**src/rtl/xmit_sched_pkg.sv**
```systemverilog
// Shared types, defaults and helpers for the transmit frame scheduler.
package xmit_sched_pkg;

   localparam int DEF_LEN_W        = 12;
   localparam int DEF_MIN_LEN      = 64;
   localparam int DEF_MAX_LEN      = 1518;
   localparam int DEF_IFG_CYCLES   = 12;
   localparam int DEF_HI_BURST_MAX = 4;

   localparam logic Q_HI = 1'b0;
   localparam logic Q_LO = 1'b1;

   typedef enum logic [1:0] {
      ST_IDLE    = 2'd0,
      ST_XFER    = 2'd1,
      ST_DISCARD = 2'd2,
      ST_GAP     = 2'd3
   } state_t;

   function automatic logic len_malformed(input int len, input int min_len, input int max_len);
      return (len < min_len) || (len > max_len);
   endfunction

endpackage

```
**src/rtl/xmit_sched_cnt.sv**
```systemverilog
// Loadable up/down counter; load wins over inc, inc wins over dec.
module xmit_sched_cnt #(
   parameter int W = 12
) (
   input  logic         clk_sys,
   input  logic         reset,
   input  logic         load,
   input  logic [W-1:0] load_val,
   input  logic         inc,
   input  logic         dec,
   output logic [W-1:0] cnt
);

   logic [W-1:0] cnt_q, cnt_d;

   always_comb begin
      cnt_d = cnt_q;
      if (load)     cnt_d = load_val;
      else if (inc) cnt_d = cnt_q + W'(1);
      else if (dec) cnt_d = cnt_q - W'(1);
   end

   always_ff @(posedge clk_sys or posedge reset) begin
      if (reset) cnt_q <= '0;
      else       cnt_q <= cnt_d;
   end

   assign cnt = cnt_q;

endmodule

```
**src/rtl/xmit_frame_scheduler.sv**
```systemverilog
// Per-frame strict-priority scheduler with low-queue starvation guard,
// serializer backpressure, malformed-frame drain and inter-frame gap.
module xmit_frame_scheduler
   import xmit_sched_pkg::*;
#(
   parameter int LEN_W        = DEF_LEN_W,
   parameter int MIN_LEN      = DEF_MIN_LEN,
   parameter int MAX_LEN      = DEF_MAX_LEN,
   parameter int IFG_CYCLES   = DEF_IFG_CYCLES,
   parameter int HI_BURST_MAX = DEF_HI_BURST_MAX
) (
   input  logic             clk_sys,
   input  logic             reset,
   input  logic             hi_ctrl_valid,
   input  logic [LEN_W-1:0] hi_ctrl_len,
   input  logic             lo_ctrl_valid,
   input  logic [LEN_W-1:0] lo_ctrl_len,
   input  logic             tx_ready,
   output logic             hi_ctrl_pop,
   output logic             lo_ctrl_pop,
   output logic             hi_data_rd,
   output logic             lo_data_rd,
   output logic             tx_sel,
   output logic             tx_byte_valid,
   output logic             tx_sof,
   output logic             tx_eof,
   output logic             m_discard_en,
   output logic             busy
);

   localparam int STREAK_W = $clog2(HI_BURST_MAX + 1);

   state_t              state_q, state_d;
   logic [LEN_W-1:0]    len_q, len_d;
   logic                sel_q, sel_d;
   logic [STREAK_W-1:0] hi_streak_q, hi_streak_d;
   logic [LEN_W-1:0]    byte_cnt, gap_cnt;
   logic [LEN_W:0]      byte_cnt_p1;
   logic                grant_hi, grant_lo, data_rd;
   logic                byte_load, byte_inc, gap_load, gap_dec;

   xmit_sched_cnt #(.W(LEN_W)) u_byte_cnt (
      .clk_sys (clk_sys), .reset (reset), .load (byte_load), .load_val ('0),
      .inc (byte_inc), .dec (1'b0), .cnt (byte_cnt)
   );

   xmit_sched_cnt #(.W(LEN_W)) u_gap_cnt (
      .clk_sys (clk_sys), .reset (reset), .load (gap_load), .load_val (LEN_W'(IFG_CYCLES)),
      .inc (1'b0), .dec (gap_dec), .cnt (gap_cnt)
   );

   // One extra bit so the drain-done compare is safe at len = 0.
   assign byte_cnt_p1 = {1'b0, byte_cnt} + {{LEN_W{1'b0}}, 1'b1};

   // Gated by reset so no pop escapes while the FIFOs are being flushed.
   always_comb begin
      grant_hi = 1'b0;
      grant_lo = 1'b0;
      if (state_q == ST_IDLE && !reset) begin
         grant_hi = hi_ctrl_valid && (!lo_ctrl_valid || hi_streak_q < STREAK_W'(HI_BURST_MAX));
         grant_lo = !grant_hi && lo_ctrl_valid;
      end
   end

   always_comb begin
      state_d       = state_q;
      len_d         = len_q;
      sel_d         = sel_q;
      hi_streak_d   = hi_streak_q;
      byte_load     = 1'b0;
      byte_inc      = 1'b0;
      gap_load      = 1'b0;
      gap_dec       = 1'b0;
      data_rd       = 1'b0;
      hi_ctrl_pop   = 1'b0;
      lo_ctrl_pop   = 1'b0;
      tx_byte_valid = 1'b0;
      tx_sof        = 1'b0;
      tx_eof        = 1'b0;
      m_discard_en  = 1'b0;
      case (state_q)
         ST_IDLE: begin
            if (grant_hi || grant_lo) begin
               hi_ctrl_pop = grant_hi;
               lo_ctrl_pop = grant_lo;
               len_d       = grant_hi ? hi_ctrl_len : lo_ctrl_len;
               sel_d       = grant_hi ? Q_HI : Q_LO;
               byte_load   = 1'b1;
               state_d     = len_malformed(int'(len_d), MIN_LEN, MAX_LEN) ? ST_DISCARD : ST_XFER;
               if (grant_hi && lo_ctrl_valid) begin
                  if (hi_streak_q != STREAK_W'(HI_BURST_MAX))
                     hi_streak_d = hi_streak_q + STREAK_W'(1);
               end else begin
                  hi_streak_d = '0;
               end
            end
         end
         ST_XFER: begin
            if (tx_ready) begin
               data_rd       = 1'b1;
               tx_byte_valid = 1'b1;
               byte_inc      = 1'b1;
               tx_sof        = (byte_cnt == '0);
               tx_eof        = (byte_cnt == len_q - LEN_W'(1));
               if (tx_eof) begin
                  gap_load = 1'b1;
                  state_d  = (IFG_CYCLES == 0) ? ST_IDLE : ST_GAP;
               end
            end
         end
         ST_DISCARD: begin
            m_discard_en = 1'b1;
            data_rd      = (byte_cnt < len_q);
            byte_inc     = 1'b1;
            if (byte_cnt_p1 >= {1'b0, len_q}) state_d = ST_IDLE;
         end
         ST_GAP: begin
            gap_dec = 1'b1;
            if (gap_cnt == LEN_W'(1)) state_d = ST_IDLE;
         end
         default: state_d = ST_IDLE;
      endcase
   end

   assign hi_data_rd = data_rd && (sel_q == Q_HI);
   assign lo_data_rd = data_rd && (sel_q == Q_LO);
   assign tx_sel     = sel_q;
   assign busy       = (state_q != ST_IDLE);

   always_ff @(posedge clk_sys or posedge reset) begin
      if (reset) begin
         state_q     <= ST_IDLE;
         len_q       <= '0;
         sel_q       <= Q_HI;
         hi_streak_q <= '0;
      end else begin
         state_q     <= state_d;
         len_q       <= len_d;
         sel_q       <= sel_d;
         hi_streak_q <= hi_streak_d;
      end
   end

endmodule

```
**config.mk**
```make
export PLATFORM = sky130hd
export DESIGN_NAME = xmit_frame_scheduler
export DESIGN_NICKNAME = d
export VERILOG_FILES = /design/src/rtl/xmit_sched_pkg.sv /design/src/rtl/xmit_sched_cnt.sv /design/src/rtl/xmit_frame_scheduler.sv
export SDC_FILE = /design/constraint.sdc
export NUM_CORES = 1
export LEC_CHECK = 0
export ABC_CLOCK_PERIOD_IN_PS = 3800
export CORE_ASPECT_RATIO = 1.75
export CORE_MARGIN = 2
export CORE_UTILIZATION = 43
export CTS_BUF_LIST = sky130_fd_sc_hd__clkbuf_8
export CTS_CLUSTER_SIZE = 25
export DETAILED_ROUTE_END_ITERATION = 6
export PLACE_DENSITY_LB_ADDON = 0.25
export SYNTH_ARGS = -nofsm -noshare
export SYNTH_HDL_FRONTEND = slang
export SYNTH_SLANG_ARGS = --single-unit
```
**constraint.sdc**
```tcl
create_clock -name clk_sys -period 3.8 [get_ports clk_sys]
set_clock_uncertainty 0.05 [all_clocks]
set_input_delay 0.57 -clock clk_sys [delete_from_list [all_inputs] [get_ports clk_sys]]
set_output_delay 0.57 -clock clk_sys [all_outputs]
set_load 0.02 [all_outputs]
```
==> impl_summary.md, run 1 <==
Yosys
The synthesized design contains 0 enable-type register cells. The number of nets in the synthesized netlist is 454. Of all flip-flops after synthesis, the portion carrying an async set or reset was 100%.

Yosys instantiated no cell more often than sky130_fd_sc_hd__dfrtp_1. After synthesis, flip-flops and latches occupy 31.1% of the total area. By area the synthesized netlist is led by sky130_fd_sc_hd__dfrtp_1 31%, sky130_fd_sc_hd__ha_1 13%, sky130_fd_sc_hd__xor2_1 6.2%, sky130_fd_sc_hd__xnor2_1 4.9%, sky130_fd_sc_hd__mux2i_1 3.9%.

The synthesized instance count is 389. The netlist uses 53 different library cells. The synthesized design spends more area on one cell type than any other, namely sky130_fd_sc_hd__dfrtp_1. The most used flip-flop cell after synthesis is sky130_fd_sc_hd__dfrtp_1. Yosys printed 0 warnings. The post-synthesis area per instance is 8.69 µm². The post-synthesis register bit count is 42. Summed over its instances, the top area cell type makes up 31.1% of the synthesized netlist area.

After synthesis, the most frequently instantiated cells are 42 x sky130_fd_sc_hd__dfrtp_1, 36 x sky130_fd_sc_hd__ha_1, 34 x sky130_fd_sc_hd__nor2_1, 32 x sky130_fd_sc_hd__nand2_1, 28 x sky130_fd_sc_hd__inv_1. The post-synthesis instance area is 3380 µm².

Drt
The post-detailed-routing wire length is 7.98 mm. Dividing the detail-routed wire length by the instance count gives 15.5 µm. The number of vias per cell is 5.53. After the first detailed-routing iteration, the DRC count stood at 130. The routed layout has 2842 vias. For this run, design rule violations remaining after detail routing come to 0.

The number of routed nets with antenna violations is 0. The total iterations of the first detailed-routing run is 4.

Worst setup path
The critical path data required time is 3.18 ns. The worst setup path is captured at an output pin. STA classifies the critical path startpoint as a register.

The kind of critical path is register to output pin. In this design, the largest share of critical-path delay is due to compound AO/OA/AOI/OAI gates. The standard cell with the maximum stage delay on the critical path is sky130_fd_sc_hd__dfrtp_2. The critical path goes through inv_1 > ha_1 > buf_4 > o21ba_2 > a221o_1 > a32oi_1 > nand4_1 > a2111oi_4 > nand2_2 > inv_2 > dlygate4sd2_1.

Data on the critical path arrives at its endpoint at 2.92 ns. In this design, the stage delay of the slowest critical-path cell is 0.44 ns. In this run the worst path has a maximum fanout of 7. The number of buffers and inverters on the critical path is 4.

Final layout
The final cell count without fillers is 514. The number of fill cells is 717. The repair_antennas step left the layout with diodes totalling 0. The final layout contains 490 nets. In the final layout, the share of cells above drive strength 1 is 5.87%. The summed area of non-filler cells in the final layout is 3940 µm².

The relative area change from synthesis to final layout is 16.7%.

Clocking
Counting the buffers created by CTS gives 5. CTS built an H-tree with a depth of 2. Counting every sink on the clock net gives 42. The buffer depth of the longest clock path is 2. The tree is rooted in a sky130_fd_sc_hd__clkbuf_8. After clock tree synthesis, the clock-pin slew on the worst setup and hold paths is 0.08 ns. The clock reaches the later pin of the worst-skew pair after 0.31 ns. TritonCTS built the clock tree.

STA
The remaining max-slew budget at the tightest pin is 56.4%. The final max-slew violation count is 0. Setup repair after global routing left no endpoint under its margin.

Hold is met by 0.489 ns. The final setup violation count is 0. The shortest period the worst path allows is 3.54 ns. The pin slew with the least headroom to its limit is 0.653 ns. The number of endpoints with negative hold slack in the final report is 0. The highest attainable clock frequency is 282 MHz. Summed over all failing endpoints, the final setup total negative slack is 0 ns. Of the available clock period, the critical path in the final layout requires 93.2%.

Outcome
The flow ran to the end, and the final reports show no timing, DRC or antenna violations.

Global route
The global-route usage over all layers is 20.1%. The number of antenna violations at the first check in global routing came to 0. The first global-routing pass estimated 13.7 mm of wire. The pin count of the biggest net entering global routing is 27.

The number of global-route vias before repair is 2960. The leftover overflow at the end of global routing is 0.

Pwr
Summed over all cells, the static leakage comes to 1.84 nW. IR analysis of the VDD net gives a maximum drop of 0.249 mV. The total power per unit cell area is 202 nW/µm².

Total power for the finished layout comes to 0.797 mW.

Run
Across the run, the number of max-cap violations was 0.

Place
Once placement finished, the instance area stood at 3840 µm². The routability congestion estimate from global placement is 0.900. The half-perimeter wire length after placement is 6.36 mm. The number of placed cells counting well taps is 505.

The number of buffers added on ports is 38.

Die
The initial core utilization is 44.4%. The floorplan row count is 42. The die height is 121 µm. The die covers 8610 µm². The width of the die is 71.0 µm. The core region is 7620 µm². The number of top-level pins is 39.

Min path
The classification of the worst-slack hold path is register to register.
## flip-flops by register name, summed over array words and instances, names as in the netlist
| signal | count |
|---|---|
| u_byte_cnt.cnt | 12 |
| len_q | 12 |
| tx_sel | 1 |
| u_gap_cnt.cnt | 12 |
| hi_streak_q | 3 |
| state_q | 2 |
## cells by family (layout without fill, tap and decap cells)
logic type,after synthesis,after routing,synth area share (%)
AO/OA/AOI/OAI,70,70,13.7
XOR/XNOR,43,43,11.1
adder cells (fa/ha/maj),36,36,13.3
buffers and inverters,47,84,5.74
flip-flops,42,42,31.1
multiplexers,14,14,4.18
AND/OR/NAND/NOR,137,137,20.8
## cell type report
class	instances	area [µm²]	area share [%]
Clock buffer	5	68.8	1.74
Clock inverter	3	17.5	0.444
Inverter	29	109	2.76
Multi-Input combinational cell	300	2140	54.3
Sequential cell	42	1050	26.7
Tap cell	88	110	2.79
Timing Repair Buffer	47	447	11.3
## power breakdown
part           internal [mW]  leakage, nW  switching, mW  total (mW)
sequential             0.446        0.508              0       0.446
clock                  0.127       0.0493          0.169       0.296
combinational         0.0314         1.28         0.0229      0.0544
total                  0.605         1.84          0.192       0.797
## placed cells by master (no fill, tap or decap), types with 7 or more instances in the layout
master	n
sky130_fd_sc_hd__clkdlybuf4s50_1	37
sky130_fd_sc_hd__xnor2_1	19
sky130_fd_sc_hd__and3_1	9
sky130_fd_sc_hd__nand2_1	32
sky130_fd_sc_hd__buf_4	9
sky130_fd_sc_hd__inv_1	29
sky130_fd_sc_hd__a21oi_1	16
sky130_fd_sc_hd__nor3_1	7
sky130_fd_sc_hd__dfrtp_1	41
sky130_fd_sc_hd__nand4_1	10
sky130_fd_sc_hd__nor2_1	34
sky130_fd_sc_hd__nand3_1	13
sky130_fd_sc_hd__ha_1	36
sky130_fd_sc_hd__mux2i_1	13
sky130_fd_sc_hd__o21ai_0	23
sky130_fd_sc_hd__xor2_1	24
## path summary, 6_finish.rpt
kind                                               start                             to  slack, ns  cells after the start
setup / recovery                    len_q[0]$_DFFE_PP0P_                         tx_eof       0.26                     11
hold / removal              u_gap_cnt.cnt[2]$_DFFE_PP0P_   u_gap_cnt.cnt[2]$_DFFE_PP0P_       0.49                      2
setup reg to reg           u_byte_cnt.cnt[1]$_DFFE_PP0P_         state_q[1]$_DFFE_PP0P_       0.49                     14
hold reg to reg             u_gap_cnt.cnt[2]$_DFFE_PP0P_   u_gap_cnt.cnt[2]$_DFFE_PP0P_       0.49                      2
max in group asynchronous                          reset           len_q[0]$_DFFE_PP0P_       2.27                      3
min in group asynchronous                          reset  u_byte_cnt.cnt[1]$_DFFE_PP0P_       0.62                      2
## through the flow
step | utilization, % | worst slack [ns]
6_report | 51.8 | 0.257
5_1_grt | 51.8 | 0.0710
4_1_cts | 51.8 | 0.246
3_5_place_dp | 50.5 | 0.255
3_3_place_gp | 50.5 | 0.335
2_1_floorplan | - | 0.788
## timing repair
action,CTS,global route
hold buffers,0,0
buffers inserted,1,0
setup endpoints to repair,1,0
gates resized for setup,3,0
## worst register-to-register path, stage by stage, from the launching register on
cell	delay [ns]
sky130_fd_sc_hd__dfrtp_1	0.43
sky130_fd_sc_hd__ha_1	0.23
sky130_fd_sc_hd__and3_1	0.22
sky130_fd_sc_hd__and3_1	0.25
sky130_fd_sc_hd__and3_1	0.23
sky130_fd_sc_hd__nand3_1	0.10
sky130_fd_sc_hd__xnor2_1	0.17
sky130_fd_sc_hd__ha_1	0.31
sky130_fd_sc_hd__a21oi_1	0.07
sky130_fd_sc_hd__o21ai_0	0.15
sky130_fd_sc_hd__a41o_1	0.12
sky130_fd_sc_hd__a211oi_1	0.06
sky130_fd_sc_hd__a221oi_1	0.41
sky130_fd_sc_hd__mux2i_1	0.25
sky130_fd_sc_hd__o221ai_1	0.12
## per-layer routing
layer,vias up,wire [µm],GRT usage [%]
li1,1422,-,-
met1,1359,3090,21.5
met2,44,4430,38.4
met3,17,221,2.66
met4,0,246,8.61
met5,-,0,0
No activity file was read; power rests on OpenSTA's default activity.
==> run 2: changes to the inputs <==
CTS_CLUSTER_DIAMETER = 30   (was unset)
==> results of run 2 <==
No change in the layout: final DEF, timing and power equal those of run 1.
==> run 3: changes to the inputs <==
ABC_CLOCK_PERIOD_IN_PS = unset   (was 3800)
CORE_MARGIN = unset   (was 2)
==> run 3 against run 2 <==
Effect of this change: sequential power about the same; power down 0.41%; critical path depth down 1; non-clock buffer count up 1; sequential share of layout area about the same; maximum frequency up 0.21%; via count down 0.70%; core utilization up 0.44 points; combinational power down 0.9%; global-route usage up 0.57 points; die area down 4.4%; flip-flop and latch count unchanged; largest power group unchanged; highest routed layer unchanged.
==> impl_summary.md, run 3 (synthesized netlist as in run 1, its figures left out) <==
STA
Setup repair after global routing left no endpoint under its margin. The remaining max-slew budget at the tightest pin is 56.2%. Once routing completed, OpenROAD measured the worst setup slack at 0.265 ns. Dividing the final minimum period by the clock period gives 93.0%. The number of endpoints with negative hold slack in the final report is 0. The pin slew with the least headroom to its limit is 0.656 ns. The final max-slew violation count is 0. The shortest period the worst path allows is 3.54 ns. The setup TNS is 0 ns. The highest attainable clock frequency is 283 MHz. Setup violations remaining at the end of the flow were counted as 0.

Worst setup path
The worst register-to-register path has a setup slack of 0.54 ns. The highest cell delay on the worst timing path is 0.41 ns. The slowest stage of the critical path is the sky130_fd_sc_hd__dfrtp_1 cell. The worst path arrival time is 2.92 ns. STA classifies the critical path endpoint as an output pin. Data on the critical path is required at its endpoint by 3.18 ns. The worst setup path is of the register to output pin kind. The count of cells along the worst register-to-register path is 14. The largest driver fanout on the critical path is 4. The endpoint identified for the worst register-to-register timing path is state_q[1]$_DFFE_PP0P_.

The worst setup path is launched from a register. The startpoint identified for the worst register-to-register timing path is u_byte_cnt.cnt[1]$_DFFE_PP0P_. In this run the worst setup path begins at len_q[1]$_DFFE_PP0P_. The signal on the critical path passes through inv_1 > ha_1 > nor3b_1 > nand4_1 > and3_1 > o31a_1 > a2111oi_4 > nand2_2 > inv_2 > dlygate4sd2_1.

Drt
Once detail routing completed, the nets flagged for antenna violations numbered 0. After detailed routing, the number of remaining DRC violations is 0. The first routing iteration left 117 violations. The post-detailed-routing wire length is 7.91 mm.

The number of vias after detailed routing is 2822. After detailed routing, the number of vias per cell comes to 5.48. The total iterations of the first detailed-routing run is 4. In the final routed layout, each cell accounts on average for 15.4 µm.

Min path
The path class of the tightest hold or removal check is register to register. The number of cells on the worst hold path is 2. The worst hold path terminates at u_gap_cnt.cnt[8]$_DFFE_PP0P_. The start point of the worst hold path is u_gap_cnt.cnt[8]$_DFFE_PP0P_.

Outcome
The run finished with clean final reports.

Clocking
The hold buffer count at CTS is 0. The H-tree was split into 2 levels. The clock tree from TritonCTS is yes. The clock sink total is 42.

In this run, CTS created clock tree buffers numbering 5. The root buffer cell chosen for the clock tree is sky130_fd_sc_hd__clkbuf_8. The buffer depth of the longest clock path is 2.

Clock latency on the worst-skew pair, taken at its later pin, is 0.31 ns. The clock-pin transition on the worst setup and hold timing paths is 0.08 ns.

Global route
Across every metal layer, demand over resource in global routing totals 20.7%. The first global-routing pass estimated 13.6 mm of wire. The number of global-route vias before repair is 2967. The pin count of the biggest net entering global routing is 27. Global routing finished with a remaining overflow of 0. The number of antenna violations at the first check in global routing is 0.

Pwr
The switching power as a share of total power is 23.5%. For this design the static power due to leakage is 1.83 nW. The combinational cell fraction of total power is 6.8%. In this run, flip-flops and latches consume 56.3% of the power.

In this run the power density over the cells is 201 nW/µm². The clock network burns 37.0% of the power. For this design the total switching power over the nets is 0.187 mW. Cell internal power was estimated by the tool at 0.607 mW.

The maximum resistive drop on vdd is 0.176 mV.

Die
In this run the vertical extent of the chip is 119 µm. The area of the die is 8230 µm². The initial core utilization is 44.7%. The floorplan core area is 7570 µm². The die is 69.0 µm wide. The number of top-level pins is 39. The floorplan row count is 42.

Place
At the end of routability-driven placement, the weighted congestion stood at 0.917. The number of placed cells counting well taps is 506. During placement, the flow inserted port buffers numbering 38. Timing analysis after detailed placement gives a worst setup slack of 0.273 ns. Summed over all nets, the half-perimeter wirelength after detailed placement is 6.36 mm.

Final layout
The utilization of the core after routing is 52.2%. The post-route netlist has 6.09% of its cells at a drive strength greater than 1. The library cell used most frequently in the layout, excluding fill and tap cells, is sky130_fd_sc_hd__dfrtp_1. The area growth from synthesis to layout is 16.9%. Leaving out fill and tap cells, the most frequent cells in the layout are 41 x sky130_fd_sc_hd__dfrtp_1, 37 x sky130_fd_sc_hd__clkdlybuf4s50_1, 36 x sky130_fd_sc_hd__ha_1. The final cell count without fillers is 515. The final-stage net count is 491. 0 antenna diodes ended up in the layout.

Run
The number of maximum-capacitance constraint violations is 0.
run 3: changes by cell type in the layout (fill, tap and decap cells not counted), sizes merged:
| cell | change |
|---|---|
| inv | -1 |
| buf | +1 |
| clkinvlp | +1 |
run 3: what timing repair did:
item | in CTS | in global routing
endpoints found under the hold margin | 0 | 0
setup buffers | 1 | 0
endpoints found under the setup margin | 1 | 1
pin swaps | 1 | 1
resized for setup | 2 | 0
run 3: per-layer routing:
| metal | wire, µm | global-route usage [%] | share of wire, % | up-vias |
|---|---|---|---|---|
| met2 | 4370 | 38.8 | 55 | 47 |
| met3 | 208 | 2.12 | 2.6 | 21 |
| met4 | 326 | 11.9 | 4.1 | 0 |
| li1 | - | - | - | 1428 |
| met5 | 0 | 0 | 0 | - |
| met1 | 3000 | 21.9 | 38 | 1326 |
run 3: critical path: cells and delay by family, from the launching register on:
kind	cells	cell delay (ns)
compound gates	2	0.62
flops	1	0.41
buf+inv	3	0.54
simple gates	4	0.86
fa+ha+maj	1	0.19
run 3: how the worst max path moves through the flow:
stage,endpoint,slack (ns),cells past startpoint
final,tx_eof,0.26,10
after global routing,tx_eof,0.009,10
after CTS,tx_eof,0.23,11
after detailed placement,tx_eof,0.27,10
after global placement,tx_eof,0.34,10
after floorplan,tx_eof,0.79,11
run 3: per-stage QoR:
| stage | hold slack (ns) | power (mW) | area, µm² |
|---|---|---|---|
| global placement | 0.462 | 0.510 | 3850 |
| CTS | 0.492 | 0.806 | 3950 |
| floorplan | 0.437 | 0.470 | 3380 |
| global route | 0.514 | 0.824 | 3950 |
| finish | 0.492 | 0.794 | 3950 |
| detailed placement | 0.469 | 0.511 | 3850 |
run 3: power by group through the flow:
stage	clock [mW]	sequential [mW]	combinational [mW]
3_5_place_dp	0	0.455	0.0551
4_1_cts	0.304	0.446	0.0553
5_1_grt	0.317	0.446	0.0598
6_report	0.293	0.446	0.0539
2_1_floorplan	0	0.455	0.0144
3_3_place_gp	0	0.455	0.0548
run 3: final cells by class:
class,instances,area [µm²]
fill,746,3620
multi-input combinational,300,2130
sequential,42,1050
timing repair buffer,48,454
tap,88,110
inverter,29,109
clock buffer,5,68.8
clock inverter,3,21.3
